[src/rtl/muldiv_pkg.sv]
// muldiv_pkg: shared op codes, FSM states and sizing helper for the iterative mul/div unit
package muldiv_pkg;
  localparam logic [1:0] OP_MULT  = 2'b00;
  localparam logic [1:0] OP_MULTU = 2'b01;
  localparam logic [1:0] OP_DIV   = 2'b10;
  localparam logic [1:0] OP_DIVU  = 2'b11;
  typedef enum logic [1:0] {
    S_IDLE = 2'd0,
    S_RUN  = 2'd1,
    S_FIX  = 2'd2,
    S_DONE = 2'd3
  } state_t;
  function automatic int cnt_w(input int w);
    return $clog2(w);
  endfunction
endpackage

[src/rtl/muldiv_negate.sv]
// muldiv_negate: conditional two's-complement negate
module muldiv_negate #(
  parameter int N = 32
) (
  input  logic [N-1:0] x,
  input  logic         en,
  output logic [N-1:0] y
);
  assign y = en ? (~x + {{(N-1){1'b0}}, 1'b1}) : x;
endmodule

[src/rtl/muldiv_iter.sv]
// muldiv_iter: iterative signed/unsigned shift-add multiply and restoring divide
module muldiv_iter
  import muldiv_pkg::*;
#(
  parameter int WIDTH = 32
) (
  input  logic             clk,
  input  logic             rst,
  input  logic             start,
  input  logic [1:0]       op,
  input  logic [WIDTH-1:0] a,
  input  logic [WIDTH-1:0] b,
  input  logic             abort,
  output logic             busy,
  output logic             done,
  output logic [WIDTH-1:0] hi,
  output logic [WIDTH-1:0] lo,
  output logic             div_zero
);
  localparam int CW = cnt_w(WIDTH);
  state_t state_q, state_d;
  logic [WIDTH-1:0] mag_b_q, mag_b_d, hi_q, hi_d, lo_q, lo_d;
  logic [2*WIDTH-1:0] acc_q, acc_d;
  logic [CW-1:0] cnt_q, cnt_d;
  logic div_q, div_d, sa_q, sa_d, sb_q, sb_d, dz_q, dz_d;
  logic [WIDTH-1:0] abs_a, abs_b, quo, rem, nrem;
  logic [2*WIDTH-1:0] prod, step;
  logic [WIDTH:0] msum, srem;
  logic ge, sgn_a, sgn_b;
  assign sgn_a = ~op[0] & a[WIDTH-1];
  assign sgn_b = ~op[0] & b[WIDTH-1];
  muldiv_negate #(.N(WIDTH)) u_neg_a (.x(a), .en(sgn_a), .y(abs_a));
  muldiv_negate #(.N(WIDTH)) u_neg_b (.x(b), .en(sgn_b), .y(abs_b));
  muldiv_negate #(.N(2*WIDTH)) u_neg_p (.x(acc_q), .en(sa_q ^ sb_q), .y(prod));
  muldiv_negate #(.N(WIDTH)) u_neg_q (.x(acc_q[WIDTH-1:0]), .en(sa_q ^ sb_q), .y(quo));
  muldiv_negate #(.N(WIDTH)) u_neg_r (.x(acc_q[2*WIDTH-1:WIDTH]), .en(sa_q), .y(rem));
  assign busy     = (state_q == S_RUN) || (state_q == S_FIX);
  assign done     = state_q == S_DONE;
  assign hi       = hi_q;
  assign lo       = lo_q;
  assign div_zero = dz_q;
  always_comb begin
    msum = {1'b0, acc_q[2*WIDTH-1:WIDTH]} + (acc_q[0] ? {1'b0, mag_b_q} : {(WIDTH+1){1'b0}});
    srem = {acc_q[2*WIDTH-1:WIDTH], acc_q[WIDTH-1]};
    ge   = srem >= {1'b0, mag_b_q};
    nrem = srem[WIDTH-1:0] - (ge ? mag_b_q : {WIDTH{1'b0}});
    step = div_q ? {nrem, acc_q[WIDTH-2:0], ge} : {msum, acc_q[WIDTH-1:1]};
  end
  always_comb begin
    state_d = state_q;
    mag_b_d = mag_b_q;
    acc_d   = acc_q;
    cnt_d   = cnt_q;
    div_d   = div_q;
    sa_d    = sa_q;
    sb_d    = sb_q;
    dz_d    = dz_q;
    hi_d    = hi_q;
    lo_d    = lo_q;
    unique case (state_q)
      S_IDLE: if (start) begin
        div_d   = op[1];
        sa_d    = sgn_a;
        sb_d    = sgn_b;
        mag_b_d = abs_b;
        acc_d   = {{WIDTH{1'b0}}, abs_a};
        cnt_d   = '0;
        dz_d    = 1'b0;
        state_d = S_RUN;
        if (op[1] && b == '0) begin
          hi_d    = a;
          lo_d    = '1;
          dz_d    = 1'b1;
          state_d = S_DONE;
        end
      end
      S_RUN: if (abort) state_d = S_IDLE;
      else begin
        acc_d   = step;
        cnt_d   = cnt_q + CW'(1);
        state_d = (cnt_q == CW'(WIDTH-1)) ? S_FIX : S_RUN;
      end
      S_FIX: if (abort) state_d = S_IDLE;
      else begin
        hi_d    = div_q ? rem : prod[2*WIDTH-1:WIDTH];
        lo_d    = div_q ? quo : prod[WIDTH-1:0];
        state_d = S_DONE;
      end
      default: state_d = S_IDLE;
    endcase
  end
  always_ff @(posedge clk) begin
    if (rst) begin
      state_q <= S_IDLE;
      mag_b_q <= '0;
      acc_q   <= '0;
      cnt_q   <= '0;
      div_q   <= 1'b0;
      sa_q    <= 1'b0;
      sb_q    <= 1'b0;
      dz_q    <= 1'b0;
      hi_q    <= '0;
      lo_q    <= '0;
    end else begin
      state_q <= state_d;
      mag_b_q <= mag_b_d;
      acc_q   <= acc_d;
      cnt_q   <= cnt_d;
      div_q   <= div_d;
      sa_q    <= sa_d;
      sb_q    <= sb_d;
      dz_q    <= dz_d;
      hi_q    <= hi_d;
      lo_q    <= lo_d;
    end
  end
endmodule

[config.mk]
export PLATFORM = sky130hd
export DESIGN_NAME = muldiv_iter
export DESIGN_NICKNAME = d
export VERILOG_FILES = /design/src/rtl/muldiv_pkg.sv /design/src/rtl/muldiv_negate.sv /design/src/rtl/muldiv_iter.sv
export SDC_FILE = /design/constraint.sdc
export NUM_CORES = 1
export LEC_CHECK = 0
export ABC_AREA = 1
export CAP_MARGIN = 30
export CORE_ASPECT_RATIO = 0.6
export CORE_UTILIZATION = 30
export DETAILED_ROUTE_END_ITERATION = 12
export MAX_ROUTING_LAYER = met4
export SLEW_MARGIN = 20
export SYNTH_ARGS = -nofsm -noshare
export SYNTH_HDL_FRONTEND = slang
export SYNTH_SLANG_ARGS = --single-unit
[constraint.sdc]
create_clock -name clk -period 3.3 [get_ports clk]
set_input_delay 0.33 -clock clk [delete_from_list [all_inputs] [get_ports clk]]
set_output_delay 0.33 -clock clk [all_outputs]
set_load 0.03 [all_outputs]
# After elaboration in Yosys (flattened, before gate mapping)
# Index checks and enable logic that the tools add are counted.
[word_totals]
regBits = 171
latch_bits = 0
ram_bits = 0
rom_bits = 0
out_inout_bits = 67
elab_cells = 76
n_memories = 0
[op_classes]
add_sub_neg = 8
multipliers = 0
div = 0
magnitude_cmp = 1
n_eq_ne = 8
shifts = 0
mux = 31
bitwise_logic = 9
reduce_logical = 9
[op_table]
columns = ["cell", "count"]
rows = [
  ["two-way mux 32 bit", 14],
  ["two-way mux 64 bit", 4],
  ["adder 32 x 1 -> 32 bit (second input constant)", 4],
  ["NOT 32 bit", 4],
  ["case mux 32 bit (2 select lines)", 2],
  ["case mux 64 bit (2 select lines)", 1],
  ["adder 64 x 1 -> 64 bit (second input constant)", 1],
  ["NOT 64 bit", 1],
  ["adder 32 x 32 -> 33 bit", 1],
  [">= comparator 33 x 32 -> 1 bit", 1],
  ["logical NOT 32 bit", 1],
  ["subtractor 32 bit", 1],
  ["two-way mux 2 bit", 5],
  ["two-way mux 5 bit", 2],
  ["case mux 5 bit (2 select lines)", 1],
  ["!= test 2 bit (second input constant)", 4],
  ["case mux 2 bit (3 select lines)", 1],
  ["adder 5 x 1 -> 5 bit (second input constant)", 1],
  ["== test 5 bit (second input constant)", 1],
  ["== test 2 bit (second input constant)", 2],
  ["AND reduction 4 bit", 1],
  ["nonzero test 2 bit", 2],
  ["AND reduction 3 bit", 1],
  ["bitwise AND 1 bit", 2],
  ["8 further kinds", 8],
]

# Logic depth before layout (Yosys ltp)
# Gate-level depths: netlist of run 1.
[depth]
ltp_word = 6
mapped_depth = 28
ltp_nobuf = 28

# By module
# From an unflattened synthesis of run 1, not the netlist that was laid out.
[unflattened]
hier_cells = 3580
hier_area_um2 = 20498.4
[modules_own_cells]
columns = ["mod", "instances", "cells_each", "area_per_inst_um2", "seq_area_each_um2"]
rows = [
  ["muldiv_iter", 1, 2174, 13598.0, 3423.3],
  ["muldiv_negate (u_neg_a ...)", 4, 227, 1108.6, 0.0],
  ["muldiv_negate (u_neg_p)", 1, 498, 2466.1, 0.0],
]

# Least setup slack after synthesis of run 1
# OpenSTA, ideal clock, no wires.
[synth_timing]
kind = "register -> register"
startpoint = "reg mag_b_q[24]"
endpoint = "reg acc_q[44]"
setup_ns = 0.132
arrival_ns = 3.176
path_slack_ns = -0.009
path_stages_with_launch = 24
path_buffers = 1
period_less_slack_ns = 3.309
cell_sequence = "dfxtp_1 > inv_1 > ha_1 > nand2_1 > nor2_1 > nand2_1 > nor2_1 > nand2_1 > nor2_1 > nor2_1 > nand3_1 > clkbuf_1 > nand2_1 > fa_1 > nand3_1 > nand3_1 > nand2_1 > nand2_1 > a21oi_1 > inv_1 > o21ai_0 > a21oi_1 > o21ai_0 > a21oi_1"
[synth_via]
elab_chain_len = 6
[synth_lines]
columns = ["element", "line", "rtl"]
rows = [
  ["start: declaration", "muldiv_iter.sv:22", "logic [WIDTH-1:0] mag_b_q, mag_b_d, hi_q, hi_d, lo_q, lo_d;"],
  ["start signal: assignment", "muldiv_iter.sv:106", "mag_b_q <= mag_b_d;"],
  [">= comparator 33 x 32 -> 1 bit", "muldiv_iter.sv:45", "ge = srem >= {1'b0, mag_b_q};"],
  ["two-way mux 32 bit", "muldiv_iter.sv:46", "nrem = srem[WIDTH-1:0] - (ge ? mag_b_q : {WIDTH{1'b0}});"],
  ["subtractor 32 bit", "muldiv_iter.sv:46", ""],
  ["two-way mux 64 bit", "muldiv_iter.sv:47", "step = div_q ? {nrem, acc_q[WIDTH-2:0], ge} : {msum, acc_q[WIDTH-1:1]};"],
  ["two-way mux 64 bit", "muldiv_iter.sv:77", "S_RUN: if (abort) state_d = S_IDLE;"],
  ["case mux 64 bit (2 select lines)", "muldiv_iter.sv:60", "unique case (state_q)"],
  ["end signal: assignment", "muldiv_iter.sv:96", "acc_q <= '0;"],
  ["end signal: assignment", "muldiv_iter.sv:107", "acc_q <= acc_d;"],
  ["end: declaration", "muldiv_iter.sv:23", "logic [2*WIDTH-1:0] acc_q, acc_d;"],
]
# Every way passes these cells. The select of a mux whose other input is x is not followed.
# A chain may end at the register's enable or synchronous reset.

# Worst setup path in the final report of run 1
[layout_timing]
startpoint = "reg mag_b_q[12]"
endpoint = "reg acc_q[52]"
[layout_via]
elab_chain_len = 6
[layout_lines]
columns = ["element", "line"]
rows = [
  [">= comparator 33 x 32 -> 1 bit", "muldiv_iter.sv:45"],
  ["two-way mux 32 bit", "muldiv_iter.sv:46"],
  ["subtractor 32 bit", "muldiv_iter.sv:46"],
  ["two-way mux 64 bit (*)", "muldiv_iter.sv:47"],
  ["two-way mux 64 bit (*)", "muldiv_iter.sv:77"],
  ["case mux 64 bit (2 select lines) (*)", "muldiv_iter.sv:60"],
]
# Every way passes the cells marked *; elsewhere a longest branch is shown, timed or not. The select of a mux whose other input is x is not followed.

==> impl_summary.log, run 1 <==
INFO  metric timing.clock.skew = 23.8 ps
INFO  metric power_per_cell_area = 353 nW/µm²
INFO  metric cts_tree = built
INFO  metric maxSlewViolCount = 0
INFO  metric synth_ff_type = dfxtp_1
INFO  metric syn-num-nets = 3126
INFO  metric cp_num_buf_inv = 8
INFO  metric grt_first_pass_wirelength = 121000 µm
INFO  metric postRouteAntennaNets = 0
INFO  metric total_of_flip_flops_plus_latches_after_synthesis = 171
INFO  metric yosys-top-cells-count = nand2_1, inv_1, nor2_1
INFO  metric setup_slack = -162 ps
INFO  metric grt.overflow.total = 0
INFO  metric design_power_total = 8.27 mW
INFO  metric starting_density = 0.304
INFO  metric place_hpwl = around 65000 µm
INFO  metric synth-warning-count = 0
INFO  metric ctsHtreeMaxLevel = 4
INFO  metric final_min_period_over_clock_period = 1.05
INFO  metric dr_total_vias = 21300
INFO  metric cp_data_arrival_time = between 3000 and 4000 ps
INFO  metric setup-tns-final = -1330 ps
INFO  metric antennaDiodeCount = 0
INFO  metric synth_area = 17000 µm²
INFO  metric initialDrtViolationCount = 2695
INFO  metric clock_latency_of_the_later_clocked_register_in_the_worst_skew_pair = 490 ps
INFO  metric post_synth_num_cell_types = 58
INFO  metric floorplan.die_area = around 58000 µm²
INFO  metric worst_pin_slew = 823 ps
INFO  metric status = finished, violations left
INFO  metric most_frequent_cell_after_synthesis = nand2_1
INFO  metric cts_root_buffer = clkbuf_16
INFO  metric area_growth_syn_to_layout = 37.7%
INFO  metric die_height = 186 µm
INFO  metric drt_pre_antenna_iters = 6
INFO  metric max_freq = 289 MHz
INFO  metric placementRows = 67
INFO  metric cpPeakStageDelay = 330 ps
INFO  metric grt_start_max_net_pins = about 80
INFO  metric finalHoldViolations = 0
INFO  metric critical-path-top-cell-by-count = nand2_1
INFO  metric pin_count = 137
INFO  metric fillerInstances = 5935
INFO  metric layout_min_cycle_time = 3460 ps
INFO  metric die_w = slightly above 300 µm
INFO  metric sequential_area_share_after_synthesis = 0.201
INFO  metric all_layer_global_routing_usage = 0.289
INFO  metric maxCapViolCount = 0
INFO  metric synth_cells = just under 3000
INFO  metric yosysTopAreaCell = dfxtp_1
INFO  metric start_kind = register
INFO  metric synth_async_sr_flop_share = 0
INFO  metric utilization = 0.419
INFO  metric drt_wl_total = 83400 µm
INFO  metric clk_path_buf_depth = 2
INFO  metric drt-vias-per-instance = 5.28
INFO  metric post_route_cells_drive_above_1_share = 0.209
INFO  metric min_path_type = in2reg
INFO  metric finalNetCount = 3438
INFO  metric cts_inserted_buffers = 17
INFO  metric ir_drop = 0.000380 V
INFO  metric numPortBuffers = approximately 140
INFO  metric number_of_antenna_violations_at_the_first_check_in_global_routing = 0
INFO  metric worst_ep_required_time = ~3700 ps
INFO  metric crit_path_max_fanout = 10
INFO  metric finalSetupViolCount = 17
INFO  metric cts.sink_count = 171
INFO  metric violations = setup timing
INFO  metric routedWlPerCell = around 21 µm
INFO  metric endpoint_type_of_the_worst_setup_path = register
INFO  metric synth_area_per_cell = 5.79 µm²
INFO  metric critical-path-slowest-cell = dfxtp_2
INFO  metric unrepaired_setup_endpoints_after_global_routing = yes
INFO  metric synth_largest_type_area_fraction = 0.201
INFO  metric crit_type = reg2reg
INFO  metric gp_congestion = 1.04
INFO  metric clk_pin_slew = 90 ps
INFO  metric drc_violations_left = 0
INFO  metric top_post_synthesis_cells_by_area = dfxtp_1, nand2_1, o21ai_0
INFO  metric post_synth_edffs = 0
INFO  metric cp_top_family = simple AND/OR/NAND/NOR gates
INFO  metric static-leakage-power = 10.5 nW
INFO  metric first_global_vias = 18500
INFO  metric core_region_area = between 50000 and 60000 µm²
INFO  metric maxSlewHeadroom = 0.445
-- tightest hold or removal path, stage by stage --
cell	delay, ps
buf_2	100
inv_2	130
o21ai_0	120
a21oi_1	40
-- cell families (layout without fill, tap and decap cells) --
logic type                 Yosys count  after routing  share of synthesized area
and+or+nand+nor                   1404           1404                      0.346
DFF                                171            171                      0.201
xor gates and xnor gates            64             64                     0.0329
AOI/OAI and AO/OA                  711            711                      0.224
buffers and inverters              474            799                      0.109
muxes                                2              2                    0.00118
adders and majority gates          115            115                     0.0854
-- cell type report --
class	count	area [µm²]	area share
multi-input combinational	2296	13400	0.572
timing repair buffer	413	3660	0.156
sequential	171	3470	0.148
inverter	354	1330	0.0568
tap	759	950	0.0405
clock buffer	19	464	0.0198
clock inverter	13	154	0.00657
-- per-stage QoR --
stage | hold slack [ps] | cell area (µm²) | instances | setup WS (ps)
after floorplan | 444 | 17000 | 2941 | 55.5
after global placement | 459 | 20900 | 3970 | -446
after detailed placement | 461 | 20900 | 3970 | -482
after CTS | 267 | 22300 | 4016 | -117
after global routing | 307 | 23400 | 4025 | -278
final | 289 | 23400 | 4025 | -162
-- repair_timing --
item                       in CTS  in global routing
resized for setup             160                264
cloned                          1                  0
hold buffers                    0                  0
pin swaps                      41                 88
buffers inserted               13                  8
setup endpoints to repair      27                 29
-- sequential cells by signal, indices dropped and copies added, names as in the netlist --
name and count:
cnt_q 5, div_zero 1, div_q 1, state_q 2, hi 32, lo 32
mag_b_q 32, acc_q 64, sa_q 1, sb_q 1
-- layout by cell type (no fill, tap or decap), types with 34 or more instances in the layout --
cell type        instances
o21ai_0                261
nand3_1                198
clkdlybuf4s50_1        135
xor2_1                  48
nand2_1                640
inv_1                  318
buf_4                  254
nor3_1                  35
o21ai_1                 44
ha_4                    52
a31oi_1                 41
dfxtp_1                138
nor2_2                  34
nand2_2                 61
nor2_1                 303
inv_2                   34
ha_1                    58
a21oi_1                222
nand4_1                 37
a21oi_2                 45
-- per-layer routing --
layer / GRT usage / wire (µm) / up-vias
li1: - / - / 10400
met1: 0.461 / 41600 / 9707
met2: 0.319 / 28200 / 1120
met3: 0.126 / 13000 / 46
met4: 0.0265 / 518 / 0
met5: - / 0 / -
-- final timing paths --
path                 endpoint  slack (ps)        start  depth (start not counted)
setup / recovery    acc_q[52]        -160  mag_b_q[12]                         25
hold / removal    mag_b_q[21]         290          rst                          4
setup reg to reg    acc_q[52]        -160  mag_b_q[12]                         25
hold reg to reg      cnt_q[4]         470     cnt_q[4]                          2
-- power by group --
part,internal (mW),switching (mW),total (mW)
Combinational,1.42,2.34,3.76
Sequential,2.17,0.143,2.32
Clock,1.09,1.10,2.19
Power figures use the tool's default switching activity.
==> run 2: changes to the inputs <==
--- a/config.mk
+++ b/config.mk
@@ -8,6 +8,7 @@
 export ABC_AREA = 1
 export CAP_MARGIN = 30
 export CORE_ASPECT_RATIO = 0.6
+export CORE_MARGIN = 2
 export CORE_UTILIZATION = 30
 export DETAILED_ROUTE_END_ITERATION = 12
 export MAX_ROUTING_LAYER = met4
==> run 2 against run 1 <==
Effect of this change:
- the run still ends with setup timing left
- highest routed layer unchanged
- clock power barely moved
- via count rose by 0.43%
- die area rose by 1.7%
==> impl_summary.log, run 2 (same netlist as run 1, synthesis figures left out) <==
INFO  metric pin_count = 137 (unchanged)
INFO  metric numPortBuffers = 136 (unchanged)
INFO  metric cts_tree = built
INFO  metric worst_pin_slew = 1020 ps (+192 ps)
INFO  metric drc_violations_left = 0 (unchanged)
INFO  metric endpoint_type_of_the_worst_setup_path = register
INFO  metric die_w = 311 µm (+0.65%)
INFO  metric hold_startpoint = rst
INFO  metric cts.sink_count = 171 (unchanged)
INFO  metric unrepaired_setup_endpoints_after_global_routing = yes
INFO  metric number_of_antenna_violations_at_the_first_check_in_global_routing = 0 (unchanged)
INFO  metric antennaDiodeCount = 0 (unchanged)
INFO  metric grt_first_pass_wirelength = 120000 µm (-0.11%)
INFO  metric all_layer_global_routing_usage = 0.281 (-0.00824)
INFO  metric cpPeakStageDelay = 360 ps (+30 ps)
INFO  metric fillerInstances = 6010 (+1.3%)
INFO  metric postRouteAntennaNets = 0 (unchanged)
INFO  metric starting_density = 0.304 (unchanged)
INFO  metric cts_inserted_buffers = 17 (unchanged)
INFO  metric regMostFlops = acc_q
INFO  metric hold-path-endpoint = mag_b_q[21]
INFO  metric start_kind = register
INFO  metric regArea = 3440 µm² (-0.97%)
INFO  metric initialDrtViolationCount = 3259 (+21%)
INFO  metric layout_min_cycle_time = 3570 ps (+113 ps)
INFO  metric largest_reg_flops = 64 (unchanged)
INFO  metric timing.clock.skew = 11.9 ps (-11.9 ps)
INFO  metric placementRows = 67 (unchanged)
INFO  metric crit_path_max_fanout = 6 (-4)
INFO  metric leading_cell_types_in_the_layout_fill_and_taps_excluded = nand2_1, inv_1, nor2_1
INFO  metric final_min_period_over_clock_period = 1.08 (+0.0342)
INFO  metric cp_data_arrival_time = 3880 ps (+20 ps)
INFO  metric min_path_type = in2reg
INFO  metric first_global_vias = 18800 (+1.6%)
INFO  metric count_of_non_filler_cells_in_the_finished_layout = 4015 (-0.25%)
INFO  metric cts_hold_bufs = 0 (unchanged)
INFO  metric finalNetCount = 3428 (-0.29%)
INFO  metric clk_pin_slew = 80 ps (about the same)
INFO  metric maxSlewHeadroom = 0.323 (-0.122)
INFO  metric regToRegEndpoint = acc_q[46]
INFO  metric dp.cells = 3964 (-0.15%)
INFO  metric static-leakage-power = 10.3 nW (-1.8%)
INFO  metric crit_type = reg2reg
INFO  metric regToRegSetupSlack = -270 ps (-110 ps)
INFO  metric fin_area = 22400 µm² (-4.2%)
INFO  metric r2r-start = mag_b_q[24]
INFO  metric ctsHtreeMaxLevel = 4 (unchanged)
INFO  metric die_height = 188 µm (+1.1%)
INFO  metric floorplan.die_area = 58700 µm² (+1.7%)
INFO  metric max_freq = 280 MHz (-3.2%)
INFO  metric layout_commonest_cell = nand2_1
INFO  metric finalHoldViolations = 0 (unchanged)
INFO  metric maxSlewViolCount = 0 (unchanged)
INFO  metric ir_drop = 0.000432 V (+14%)
INFO  metric gp_congestion = 1.03 (-1.5%)
INFO  metric dpl-instance-area = 20800 µm² (-0.40%)
INFO  metric setup_slack = -275 ps (-113 ps)
INFO  metric worst_hold_path.num_cells = 4 (unchanged)
INFO  metric status = finished, violations left
INFO  metric rr_worst_depth = 25 (unchanged)
INFO  metric maxCapViolCount = 0 (unchanged)
INFO  metric routedWlPerCell = 20.5 µm (-0.85%)
INFO  metric finalSetupViolCount = 26 (+9)
INFO  metric power_per_cell_area = 357 nW/µm² (+1.3%)
INFO  metric clk_path_buf_depth = 2 (unchanged)
INFO  metric cts_root_buffer = clkbuf_16
INFO  metric drt-vias-per-instance = 5.32 (+0.68%)
INFO  metric area_growth_syn_to_layout = 31.9%
INFO  metric drt_pre_antenna_iters = 6 (unchanged)
INFO  metric critical-path-slowest-cell = fa_2
INFO  metric drt_wl_total = 82500 µm (-1.1%)
INFO  metric violations = setup timing
INFO  metric place_hpwl = 64100 µm (-0.91%)
INFO  metric post_route_cells_drive_above_1_share = 0.157 (-0.0519)
INFO  metric clock_latency_of_the_later_clocked_register_in_the_worst_skew_pair = 460 ps (-30 ps)
INFO  metric grt_start_max_net_pins = 87 (+12%)
INFO  metric dr_total_vias = 21300 (+0.43%)
INFO  metric critical-path-top-cell-by-count = nor2_1
INFO  metric total_area_of_multi_input_combinational_cells = 12600 µm² (-5.9%)
INFO  metric core_region_area = 55900 µm² (unchanged)
INFO  metric grt.overflow.total = 0 (unchanged)
INFO  metric worst_ep_required_time = 3610 ps (-80 ps)
## run 2: per-layer routing
layer  global-route usage  up-vias  share of wire
met5                    -        -              0
met4               0.0398        0          0.013
li1                     -    10300              -
met2                0.316     1204           0.33
met3                0.138       64           0.17
met1                0.427     9730           0.49
## run 2: area by class of cell
| class | instances | area share |
|---|---|---|
| multi-input combinational | 2296 | 0.561 |
| timing repair buffer | 403 | 0.157 |
| sequential | 171 | 0.153 |
| inverter | 354 | 0.0592 |
| tap | 759 | 0.0423 |
| clock buffer | 17 | 0.0189 |
| clock inverter | 15 | 0.00847 |
## run 2: repair_timing
action	in CTS	in global routing
pin swaps	42	47
buffers inserted	16	4
hold endpoints to repair	0	0
endpoints found under the setup margin	27	29
gates cloned	1	0
gates resized for setup	161	65
## run 2: worst max-delay path by stage
| stage | slack (ps) | end | cells after the start | startpoint |
|---|---|---|---|---|
| floorplan | 60 | acc_q[53] | 24 | mag_b_q[24] |
| detailed placement | -450 | acc_q[46] | 22 | acc_q[59] |
| global placement | -510 | acc_q[41] | 21 | acc_q[59] |
| finish | -270 | acc_q[46] | 25 | mag_b_q[24] |
| global route | -460 | acc_q[54] | 26 | mag_b_q[24] |
| CTS | -160 | acc_q[46] | 25 | mag_b_q[24] |
## run 2: power breakdown
group          switching, mW  total [mW]  internal (mW)
Clock                   1.11        2.21           1.10
Combinational           2.24        3.52           1.28
Sequential             0.125        2.30           2.17
Total                   3.48        8.02           4.55
## run 2: critical path, delay by kind of cell, from the launching register on
kind / cells / cell delay (ps)
AND/OR/NAND/NOR: 13 / 1350
adder cells (fa/ha/maj): 3 / 750
AO/OA/AOI/OAI: 4 / 490
buffers and inverters: 5 / 490
flip-flops: 1 / 340
## run 2: through the flow
step                      hold slack, ps  total power [mW]   util  setup slack [ps]  setup TNS [ps]
after floorplan                      444              4.13      -              55.5               0
after global placement               454              5.38  0.371              -505           -8020
after detailed placement             460              5.38  0.371              -450           -6970
after CTS                            322              7.78  0.397              -165           -1580
after global routing                 363              8.42  0.401              -459          -10500
final                                334              8.02  0.401              -275           -4310
